$ cat src/rtl/cic_comp_fir.sv
// Compensation/decimation FIR behind the CIC decimator.
// A single MAC walks a circular delay line, newest sample first, then rounds and saturates the result.
module cic_comp_fir #(
  parameter int IN_W = 31,
  parameter int OUT_W = 24,
  parameter int COEF_W = 16,
  parameter int TAPS = 16,
  parameter logic [TAPS*COEF_W-1:0] COEFS = {TAPS{COEF_W'(2048)}},
  parameter int DECIM = 2,
  parameter int SHIFT = 15
) (
  input  logic             clk,
  input  logic             rst,
  input  logic             en,
  input  logic [IN_W-1:0]  d_in,
  input  logic             d_clk,
  output logic [OUT_W-1:0] d_out,
  output logic             d_out_valid,
  output logic             busy,
  output logic             overrun
);

  localparam int ACC_W = IN_W + COEF_W + $clog2(TAPS);
  localparam int PTR_W = $clog2(TAPS);
  localparam int IDX_W = PTR_W + 1;
  localparam logic signed [ACC_W-1:0] RND =
    (SHIFT == 0) ? '0 : (ACC_W'(1) << ((SHIFT > 0) ? SHIFT - 1 : 0));
  localparam logic [OUT_W-1:0] OUT_MAX = {1'b0, {(OUT_W-1){1'b1}}};
  localparam logic [OUT_W-1:0] OUT_MIN = {1'b1, {(OUT_W-1){1'b0}}};
  localparam logic signed [ACC_W-1:0] SAT_MAX = ACC_W'(OUT_MAX);
  localparam logic signed [ACC_W-1:0] SAT_MIN = ~SAT_MAX;

  typedef enum logic [1:0] {IDLE, MAC, ROUND, OUT} state_t;

  state_t state_reg, state_next;

  logic                     d_clk_q;
  logic signed [IN_W-1:0]   line [TAPS];
  logic [PTR_W-1:0]         wr_ptr_reg;
  logic                     phase_reg;
  logic [PTR_W-1:0]         k_reg;
  logic signed [ACC_W-1:0]  acc_reg;
  logic signed [ACC_W-1:0]  r_reg;

  logic signed [COEF_W-1:0] coef_rom [TAPS];
  logic                     strobe;
  logic                     accept;
  logic                     phase_last;
  logic [IDX_W-1:0]         rd_sum;
  logic [PTR_W-1:0]         rd_idx;
  logic signed [IN_W+COEF_W-1:0] prod;
  logic signed [ACC_W-1:0]  rounded;

  generate
    for (genvar gi = 0; gi < TAPS; gi++) begin : g_coef
      assign coef_rom[gi] = COEFS[gi*COEF_W +: COEF_W];
    end
  endgenerate

  assign busy       = (state_reg == MAC) || (state_reg == ROUND);
  assign strobe     = d_clk & ~d_clk_q & en;
  assign accept     = strobe & ~busy;
  assign phase_last = (phase_reg == 1'(DECIM - 1));

  // Tap k reads x[n-k]; the newest sample sits just behind wr_ptr.
  always_comb begin
    rd_sum = IDX_W'(wr_ptr_reg) + IDX_W'(TAPS - 1) - IDX_W'(k_reg);
    rd_idx = PTR_W'(rd_sum);
    if (rd_sum >= IDX_W'(TAPS))
      rd_idx = PTR_W'(rd_sum - IDX_W'(TAPS));
  end

  assign prod    = line[rd_idx] * coef_rom[k_reg];
  assign rounded = (acc_reg + RND) >>> SHIFT;

  always_comb begin
    state_next = state_reg;
    case (state_reg)
      IDLE, OUT: state_next = (accept && phase_last) ? MAC : IDLE;
      MAC:       if (k_reg == PTR_W'(TAPS - 1)) state_next = ROUND;
      ROUND:     state_next = OUT;
      default:   state_next = IDLE;
    endcase
  end

  always_ff @(posedge clk) begin
    if (!rst) state_reg <= IDLE;
    else      state_reg <= state_next;
  end

  always_ff @(posedge clk) begin
    if (!rst) begin
      d_clk_q     <= 1'b0;
      wr_ptr_reg  <= '0;
      phase_reg   <= 1'b0;
      k_reg       <= '0;
      acc_reg     <= '0;
      r_reg       <= '0;
      d_out       <= '0;
      d_out_valid <= 1'b0;
      overrun     <= 1'b0;
      for (int i = 0; i < TAPS; i++) line[i] <= '0;
    end else begin
      d_clk_q     <= d_clk;
      d_out_valid <= 1'b0;
      if (accept) begin
        line[wr_ptr_reg] <= $signed(d_in);
        wr_ptr_reg <= (wr_ptr_reg == PTR_W'(TAPS - 1)) ? '0 : wr_ptr_reg + 1'b1;
        phase_reg  <= phase_last ? 1'b0 : phase_reg + 1'b1;
      end
      if (strobe && busy) overrun <= 1'b1;
      case (state_reg)
        MAC: begin
          acc_reg <= acc_reg + ACC_W'(prod);
          k_reg   <= k_reg + 1'b1;
        end
        ROUND: r_reg <= rounded;
        OUT: begin
          if (r_reg > SAT_MAX)      d_out <= OUT_MAX;
          else if (r_reg < SAT_MIN) d_out <= OUT_MIN;
          else                      d_out <= r_reg[OUT_W-1:0];
          d_out_valid <= 1'b1;
          acc_reg     <= '0;
          k_reg       <= '0;
        end
        default: begin
          acc_reg <= '0;
          k_reg   <= '0;
        end
      endcase
    end
  end

endmodule

$ cat config.mk
export PLATFORM = sky130hd
export DESIGN_NAME = cic_comp_fir
export DESIGN_NICKNAME = d
export VERILOG_FILES = /design/src/rtl/cic_comp_fir.sv
export SDC_FILE = /design/constraint.sdc
export NUM_CORES = 1
export LEC_CHECK = 0
export ABC_CLOCK_PERIOD_IN_PS = 7550
export CAP_MARGIN = 5
export CORE_MARGIN = 1.5
export CORE_UTILIZATION = 68
export DETAILED_ROUTE_END_ITERATION = 10
export HOLD_SLACK_MARGIN = 0.02
export PLACE_DENSITY = 0.95
export SYNTH_ARGS = -nofsm -noshare
export SYNTH_HDL_FRONTEND = slang
export SYNTH_SLANG_ARGS = --single-unit
$ cat constraint.sdc
create_clock -name clk -period 7.55 [get_ports clk]
set_input_delay 1.51 -clock clk [delete_from_list [all_inputs] [get_ports clk]]
set_output_delay 1.51 -clock clk [all_outputs]
set_load 0.01 [all_outputs]
# == Word level (Yosys, flattened, before mapping) ==
# Memory sizes are Yosys's and may differ from the RTL's.
# Cells that the tools add are included.
# totals
elab_cells,63
n_memories,2
inputBits,35
out_inout_bits,27
regBits,125
ram_bits,496
mem_bits_ro,256
# mem_list
name,words,width,read_ports,rd_clocked_by_memory_dff,write_ports,line,source
line,16,31,1,0,16,38,logic signed [IN_W-1:0] line [TAPS];
(no name shown),16,16,1,0,0,73,assign prod = line[rd_idx] * coef_rom[k_reg];
# classes
n_mul,1
muxes,20
reduce_logical,6
add_sub_neg,8
eq_ne,6
order_cmp,4
n_bitwise,6
# op_table
operator,count
51-bit case mux with 2 select lines,1
51-bit by 16-bit adder with 51-bit output (second input constant),1
51-bit by 47-bit adder with 51-bit output,1
24-bit two-way mux,2
31-bit by 16-bit multiplier with 47-bit output,1
36-bit by 24-bit > comparator with 1-bit output (second input constant),1
36-bit by 24-bit < comparator with 1-bit output (second input constant),1
16-bit two-way mux,2
31-bit two-way mux,1
31-bit OR reduction,1
4-bit two-way mux,3
5-bit >= comparator (second input constant),2
4-bit by 1-bit adder with 4-bit output (second input constant),2
4-bit == test (second input constant),2
1-bit two-way mux,8
4-bit case mux with 2 select lines,1
2-bit case mux with 3 select lines,1
4-bit by 4-bit adder with 5-bit output (second input constant),1
4-bit NOT with 5-bit output,1
5-bit by 4-bit subtractor with 5-bit output,1
2-bit == test (second input constant),2
4-bit by 1-bit subtractor with 4-bit output (second input constant),1
1-bit bitwise AND,3
2-bit by 1-bit == test with 1-bit output (second input constant),1
8 further kinds,10

# == Longest topological paths before layout ==
# Gate-level depths: netlist of run 1.
# logic_depth
depth_word,9
mapped_depth,25
mapped_depth_nobuf,22

# == Least setup slack after synthesis of run 1 ==
# OpenSTA, ideal clock, no wires.
# synth_path
path_type,reg-to-reg
start,register wr_ptr_reg[0]
end,register acc_reg[45]
path_stages_with_launch,25
t_required_ps,7476
arrival_ps,5084
period_less_slack_ps,5158
path_buffers,4
path_slack_ps,2392
setup_time_ps,74
path_cell_list,dfxtp_1 ha_1 inv_1 fa_1 buf_2 buf_2 clkbuf_1 buf_1 mux4_2 nand2_1 a31oi_1 ha_1 ha_1 ha_1 inv_1 fa_1 nand2b_1 a21oi_1 o21ai_1 nand2_1 a31oi_2 o21ai_1 a221oi_1 xor2_1 o21ai_0
# synth_between
elab_chain_len,8
word_cells_on_any_way,9
classes_between,4 x add/sub; 1 x mul; 1 x order compare; 2 x mux; 1 x memory
# synth_rtl
element,line,source
from (decl),39,logic [PTR_W-1:0] wr_ptr_reg;
from (signal assigned),108,wr_ptr_reg <= (wr_ptr_reg == PTR_W'(TAPS - 1)) ? '0 : wr_ptr_reg + 1'b1;
4-bit by 4-bit adder with 5-bit output *,67,rd_sum = IDX_W'(wr_ptr_reg) + IDX_W'(TAPS - 1) - IDX_W'(k_reg);
5-bit by 4-bit subtractor with 5-bit output *,67,
4-bit by 1-bit subtractor with 4-bit output or 5-bit >= comparator (tied branches),"70, 69",
4-bit two-way mux *,69,if (rd_sum >= IDX_W'(TAPS))
memory 16 x 31 bit *,-,
31-bit by 16-bit multiplier with 47-bit output *,73,
51-bit by 47-bit adder with 51-bit output *,114,acc_reg <= acc_reg + ACC_W'(prod);
51-bit case mux with 2 select lines *,112,case (state_reg)
to (signal assigned),114,
to (decl),42,logic signed [ACC_W-1:0] acc_reg;
# Every way passes the cells marked *; elsewhere a longest branch is shown, timed or not.
# A chain may end at the register's enable or synchronous reset.

# == Worst setup path in the final report of run 1 ==
# layout_path
start,register wr_ptr_reg[0]
end,register acc_reg[44]
# The elaborated chain is that of the path after synthesis.

==> results of run 1 <==
-- layout make-up --
| class | count | area share |
|---|---|---|
| inverter | 28 | 0.00316 |
| clock inverter | 31 | 0.00806 |
| multi-input combinational | 1545 | 0.375 |
| tap | 585 | 0.0220 |
| sequential | 610 | 0.517 |
| timing repair buffer | 99 | 0.0276 |
| clock buffer | 75 | 0.0470 |
| antenna | 3 | 0.000226 |
-- worst max path at each step --
stage                     slack [ns]                  endpoint                  startpoint  cells after the start
after global routing            0.78  acc_reg[44]$_SDFFE_PN0N_  wr_ptr_reg[0]$_SDFFE_PN0P_                     20
after global placement          1.45  acc_reg[44]$_SDFFE_PN0N_  wr_ptr_reg[0]$_SDFFE_PN0P_                     20
after CTS                       1.10  acc_reg[44]$_SDFFE_PN0N_  wr_ptr_reg[0]$_SDFFE_PN0P_                     20
after detailed placement        1.22  acc_reg[44]$_SDFFE_PN0N_  wr_ptr_reg[0]$_SDFFE_PN0P_                     20
after floorplan                 2.39  acc_reg[45]$_SDFFE_PN0N_  wr_ptr_reg[0]$_SDFFE_PN0P_                     24
final                           0.98  acc_reg[44]$_SDFFE_PN0N_  wr_ptr_reg[0]$_SDFFE_PN0P_                     20
-- per-stage QoR --
step | std cells | hold slack (ns) | area, µm²
after floorplan | 2356 | 0.443 | 30100
after global placement | 2867 | 0.454 | 31400
after detailed placement | 2867 | 0.459 | 31400
after CTS | 2973 | 0.467 | 33200
after global routing | 2974 | 0.490 | 33200
final | 2976 | 0.469 | 33200
-- cells in the mapped netlist, types with 2 or more instances --
cell type,instances
and2_1,536
edfxtp_1,496
clkbuf_1,148
nand2_1,132
ha_1,126
mux4_2,124
dfxtp_1,114
nor2_1,86
o21ai_0,86
a21oi_1,75
a211oi_1,60
xnor2_1,42
a31oi_1,34
nand2b_1,33
xor2_1,30
inv_1,28
nand3_1,24
a22oi_1,17
buf_2,17
a21o_1,16
nand4_1,14
nor3_1,13
and3_1,11
a311oi_1,8
or3_1,8
buf_1,6
nor2b_1,6
o211ai_1,6
o21ai_1,6
o21bai_1,6
nor4_1,4
a221oi_1,3
o21a_1,3
a21boi_0,2
a32oi_1,2
a41oi_1,2
and2_0,2
and4_1,2
fa_1,2
mux2i_1,2
nand4_2,2
nor2_4,2
-- where the power goes --
part	switching (mW)	internal (mW)
Sequential	0.0565	3.75
Clock	1.29	1.59
Combinational	0.702	0.434
-- routing by layer --
layer | part of all wire | global-route usage | vias to the layer above | wire [µm]
met5 | 0.00074 | 0.00216 | - | 62
met4 | 0.068 | 0.252 | 6 | 5650
met3 | 0.13 | 0.0942 | 422 | 11100
met2 | 0.47 | 0.595 | 1860 | 39400
met1 | 0.33 | 0.460 | 9864 | 27200
li1 | - | - | 8544 | -
-- worst max-delay path, stage by stage (launching register included) --
cell,delay (ns)
dfxtp_1,0.53
ha_4,0.20
inv_1,0.05
fa_4,1.28
buf_4,0.57
mux4_2,0.39
and2_1,0.18
a211oi_1,0.27
a31oi_1,0.13
ha_1,0.35
ha_1,0.30
ha_1,0.38
nand4_1,0.21
nor3_1,0.23
nand3_1,0.11
and2_1,0.25
o21ai_1,0.35
o21ai_1,0.12
o211ai_1,0.22
xnor2_1,0.14
o21ai_0,0.09
-- logic make-up after synthesis --
kind of cell	after synthesis
fa+ha+maj	128
buf+inv	201
mux	126
simple gates	886
compound gates	333
xor+xnor	72
flops	610
==> summary.txt, run 1 <==
Timing
  – Fin. max-slew vios: 0
  – Final WS setup: 0.980 ns
  – Final Cycle Share: 0.870
  – Fin crit period: 6.57 ns
  – Relative slew slack: 0.110
  – RSZ-0062 raised after global routing: false
  – Clock skew: 0.0319 ns
  – Final setup fails: 0
  – Setup_tns: 0 ns
  – Max Freq: 152 MHz
  – Pin slew with the least headroom to its limit: 1.34 ns
  – Final hold vios: 0

Run
  – Max_cap viols: 0

Synth
  – Post-Synth Adder-Cell Area: 0.0537
  – Post-synth cell types: 62
  – Post-synthesis mux area share: 0.0934
  – Synth top area cells: edfxtp_1 49%, and2_1 11%, mux4_2 9.3%
  – EDFF count, synth: 496
  – YS warnings: 0
  – Syn avg cell area: 12.8 µm²
  – Synth Cell Area: 30,100 µm²
  – Register bit total from synthesis: 610
  – Synth Area in XOR/XNOR: 0.0210
  – Largest family of logic cells by synthesized area: simple AND/OR/NAND/NOR gates
  – Complex-gate fraction of the synthesized area: 0.0687
  – Post-synth top area cell: edfxtp_1
  – Synth Flop Type: edfxtp_1
  – Synthesized instance count: 2,356
  – Share of the synthesized area in the top cell type: 0.495
  – Synth Area in Simple Gates: 0.167
  – Post-synth ARST share: 0
  – Sequential share of the synthesized area: 0.571
  – Synthesized Nets: 2,519

Critical path
  – Worst reg2reg setup slack: 0.98 ns
  – Reg2reg path depth: 20
  – RR Startpoint: wr_ptr_reg[0]$_SDFFE_PN0P_
  – CP max FO: 44
  – Crit start category: flop
  – WP data arrival: 7.04 ns
  – Critical path type: flop to flop
  – Worst R2R End: acc_reg[44]$_SDFFE_PN0N_
  – Crit end category: flop
  – Critical path required time: 8.02 ns

Finish
  – Fin nets: 2,504
  – Fraction of layout cells with a size suffix above 1: 0.122
  – Multi-input gate area: 12,500 µm²
  – Final Core Density: 0.766
  – Most frequent cells in the layout: 536 x and2_1, 496 x edfxtp_1, 132 x nand2_1
  – FF/Latch Area: 17,200 µm²
  – Area Overhead vs Synth: 10.4%
  – Commonest non-fill, non-tap cell in the layout: and2_1
  – # fillers: 2,254
  – Number of flip-flops under the largest register name: 496

Power and ir drop
  – Total chip power: 7.82 mW
  – VDD IR-drop max: 0.000204 V
  – Pleak: 12.3 nW
  – PD cells: 235 nW/µm²

Hold path
  – Min-delay src: d_out[18]$_SDFFE_PN0P_
  – Hold/Removal Path Class: flop to flop
  – Min-Delay Endpoint: d_out[18]$_SDFFE_PN0P_
  – Hold Path Stages: 2

Placed design
  – I/O Buffers: 61
  – Hpwl dp: 45.8 mm
  – RePlAce Congestion: 0.986
  – Pre-CTS setup slack: 1.22 ns

Routing
  – DRT Pass-1 Iters: 6
  – Wire length per cell: 28.0 µm
  – DRT iter0 DRCs: 3,228
  – Vias per cell: 6.95
  – Routed WL: 83.5 mm
  – # DRC: 0
  – Vias: 20,700
  – Antenna-violating nets left: 0

CTS
  – Clock Tree Root: clkbuf_16
  – Htree depth: 2
  – Worst-path clk slew: 0.07 ns
  – Num Clock Sinks: 610
  – Total CTS buffers: 57
  – Post-CTS setup buffer count: 0
  – Clk_lat worst skew: 0.65 ns
  – Max Root-Sink Buffers: 3
  – Post_cts resized: 0
  – TritonCTS clock tree: done
  – Hold-fix buffers, CTS: 0

Global routing
  – Congestion Overflow GR: 0
  – Vias in the first global route: 21,200
  – Initial antenna violation count: 4
  – First-pass GRT wire length: 125 mm
  – GRT Resource Usage Total: 0.376
  – Largest net degree at the start of global routing: 85

Die
  – I/O pins: 62
  – Die Wd: 213 µm
  – Die ar.: 45,500 µm²
  – Rows: 76
  – Die Span Y: 213 µm
  – Core Box Area: 43,400 µm²
  – Initial Util: 0.694

Outcome
  – Status: finished clean
No activity file was read; power rests on OpenSTA's default activity.
==> inputs of run 2 (changes only) <==
--- a/config.mk
+++ b/config.mk
@@ -10,6 +10,7 @@
 export CORE_MARGIN = 1.5
 export CORE_UTILIZATION = 68
 export DETAILED_ROUTE_END_ITERATION = 10
+export GPL_ROUTABILITY_DRIVEN = 0
 export HOLD_SLACK_MARGIN = 0.02
 export PLACE_DENSITY = 0.95
 export SYNTH_ARGS = -nofsm -noshare
==> run 2 against run 1 <==
Against the previous run:
- flip-flop and latch count did not move
- critical path type unchanged
- count of clock-buffer cells in the layout fell by 2
- final cell count barely moved
- die area did not move
- largest cell class unchanged
- clock power barely moved
- core utilization barely moved
- critical path depth did not move
- design area barely moved
- sequential power barely moved
- setup slack improved by 0.0021 ns
- total power rose by 0.17%
==> summary.txt, run 2 (same netlist as run 1, synthesis figures left out) <==
Outcome
  – Status: finished clean

Power and ir drop
  – Combinational Power Share: 0.148
  – PD cells: 236 nW/µm²
  – VDD IR-drop max: 0.000203 V
  – Pleak: 12.3 nW
  – Net switching power: 2.10 mW
  – Part of the power in registers: 0.486
  – Share of total power in the clock network: 0.366
  – P_int: 5.74 mW
  – Total chip power: 7.83 mW
  – Sw Ratio: 0.268

CTS
  – Max Root-Sink Buffers: 3
  – Worst-path clk slew: 0.07 ns
  – Hold-fix buffers, CTS: 0
  – Htree depth: 2
  – Post_cts resized: 0
  – Total CTS buffers: 58
  – Num Clock Sinks: 610
  – Clk_lat worst skew: 0.67 ns
  – Post-CTS setup buffer count: 0
  – Clock Tree Root: clkbuf_16
  – TritonCTS clock tree: done

Critical path
  – CP max FO: 46
  – WP data arrival: 7.07 ns
  – Crit start category: flop
  – Critical path required time: 8.05 ns
  – Crit end category: flop
  – Critical path type: flop to flop
  – Worst reg2reg setup slack: 0.98 ns

Routing
  – DRT Pass-1 Iters: 6
  – # DRC: 0
  – Vias per cell: 7.04
  – Antenna-violating nets left: 0
  – Routed WL: 84.9 mm
  – Vias: 21,000
  – Wire length per cell: 28.5 µm
  – DRT iter0 DRCs: 3,391

Timing
  – Clock skew: 0.0325 ns
  – Final hold vios: 0
  – RSZ-0062 raised after global routing: false
  – Final Cycle Share: 0.870
  – Pin slew with the least headroom to its limit: 1.47 ns
  – Setup_tns: 0 ns
  – Max Freq: 152 MHz
  – Fin crit period: 6.57 ns
  – Fin. max-slew vios: 0
  – Relative slew slack: 0.0177
  – Final setup fails: 0

Die
  – Rows: 76
  – Core Box Area: 43,400 µm²
  – Die Span Y: 213 µm
  – Die Wd: 213 µm
  – Die ar.: 45,500 µm²
  – I/O pins: 62
  – Initial Util: 0.694

Hold path
  – Hold/Removal Path Class: flop to flop

Finish
  – Most frequent cells in the layout: 536 x and2_1, 496 x edfxtp_1, 132 x nand2_1
  – Number of flip-flops under the largest register name: 496
  – # fillers: 2,208
  – Commonest non-fill, non-tap cell in the layout: and2_1
  – Final Cell Area: 33,200 µm²
  – Fraction of layout cells with a size suffix above 1: 0.125
  – Area Overhead vs Synth: 10.4%
  – Fin nets: 2,500
  – Final Core Density: 0.767
  – Number of standard cells in the final layout excluding fillers: 2,975

Placed design
  – Hpwl dp: 46.3 mm
  – Placed Instances: 2,862
  – Dpl cell area: 31,400 µm²
  – I/O Buffers: 61

Global routing
  – First-pass GRT wire length: 128 mm
  – Largest net degree at the start of global routing: 102
  – GR Layer Usage met3: 0.118
  – Congestion Overflow GR: 0
  – Global routing usage on met2: 0.589
  – Initial antenna violation count: 7
  – GRT Resource Usage Total: 0.385
  – Grt met1 use: 0.474
  – Vias in the first global route: 21,400
  – GR peak layer: met2

Run
  – Max_cap viols: 0
==> run 2: path summary, 6_finish.rpt <==
check / start / endpoint / cells after the start
worst max-delay path: wr_ptr_reg[0]$_SDFFE_PN0P_ / acc_reg[50]$_SDFFE_PN0N_ / 20
worst min-delay path: d_out[13]$_SDFFE_PN0P_ / d_out[13]$_SDFFE_PN0P_ / 2
worst max register to register: wr_ptr_reg[0]$_SDFFE_PN0P_ / acc_reg[50]$_SDFFE_PN0N_ / 20
worst min register to register: d_out[13]$_SDFFE_PN0P_ / d_out[13]$_SDFFE_PN0P_ / 2
==> run 2: area by class of cell <==
| type | instances | area [µm²] | share of cell area |
|---|---|---|---|
| Antenna cell | 5 | 12.5 | 0.000376 |
| Clock buffer | 73 | 1530 | 0.0461 |
| Inverter | 28 | 105 | 0.00316 |
| Sequential cell | 610 | 17200 | 0.517 |
| Tap cell | 585 | 732 | 0.0220 |
| Timing Repair Buffer | 94 | 916 | 0.0276 |
| Multi-Input combinational cell | 1545 | 12500 | 0.375 |
| Clock inverter | 35 | 300 | 0.00903 |
==> run 2: worst max-delay path: stages (launching register included) <==
cell      delay [ns]
dfxtp_1         0.51
ha_4            0.19
inv_1           0.05
fa_4            1.12
buf_12          0.34
mux4_2          0.27
and2_1          0.13
a211oi_1        0.06
a31oi_1         1.08
ha_1            0.42
ha_1            0.30
ha_1            0.40
a21o_1          0.23
a21o_1          0.18
a21oi_1         0.16
o21ai_0         0.10
a221oi_1        0.27
o211ai_1        0.13
a21oi_1         0.19
xnor2_1         0.13
o21ai_1         0.07
==> run 2: power by group through the flow <==
stage / sequential, mW / combinational (mW) / clock (mW)
6_report: 3.80 / 1.16 / 2.87
4_1_cts: 3.80 / 1.12 / 2.85
3_3_place_gp: 3.85 / 1.03 / 0
3_5_place_dp: 3.87 / 1.08 / 0
5_1_grt: 3.81 / 1.22 / 2.97
2_1_floorplan: 3.85 / 0.747 / 0
==> run 2: through the flow <==
| step | hold WS [ns] | worst slack, ns |
|---|---|---|
| 4_1_cts | 0.470 | 1.15 |
| 6_report | 0.471 | 0.982 |
| 3_5_place_dp | 0.459 | 1.25 |
| 5_1_grt | 0.478 | 0.740 |
| 2_1_floorplan | 0.443 | 2.39 |
| 3_3_place_gp | 0.453 | 1.43 |
==> run 2: routing by layer <==
layer | up-vias | wire [µm]
met5 | - | 46
met2 | 1998 | 38600
li1 | 8557 | -
met4 | 6 | 6320
met3 | 527 | 12300
met1 | 9866 | 27600
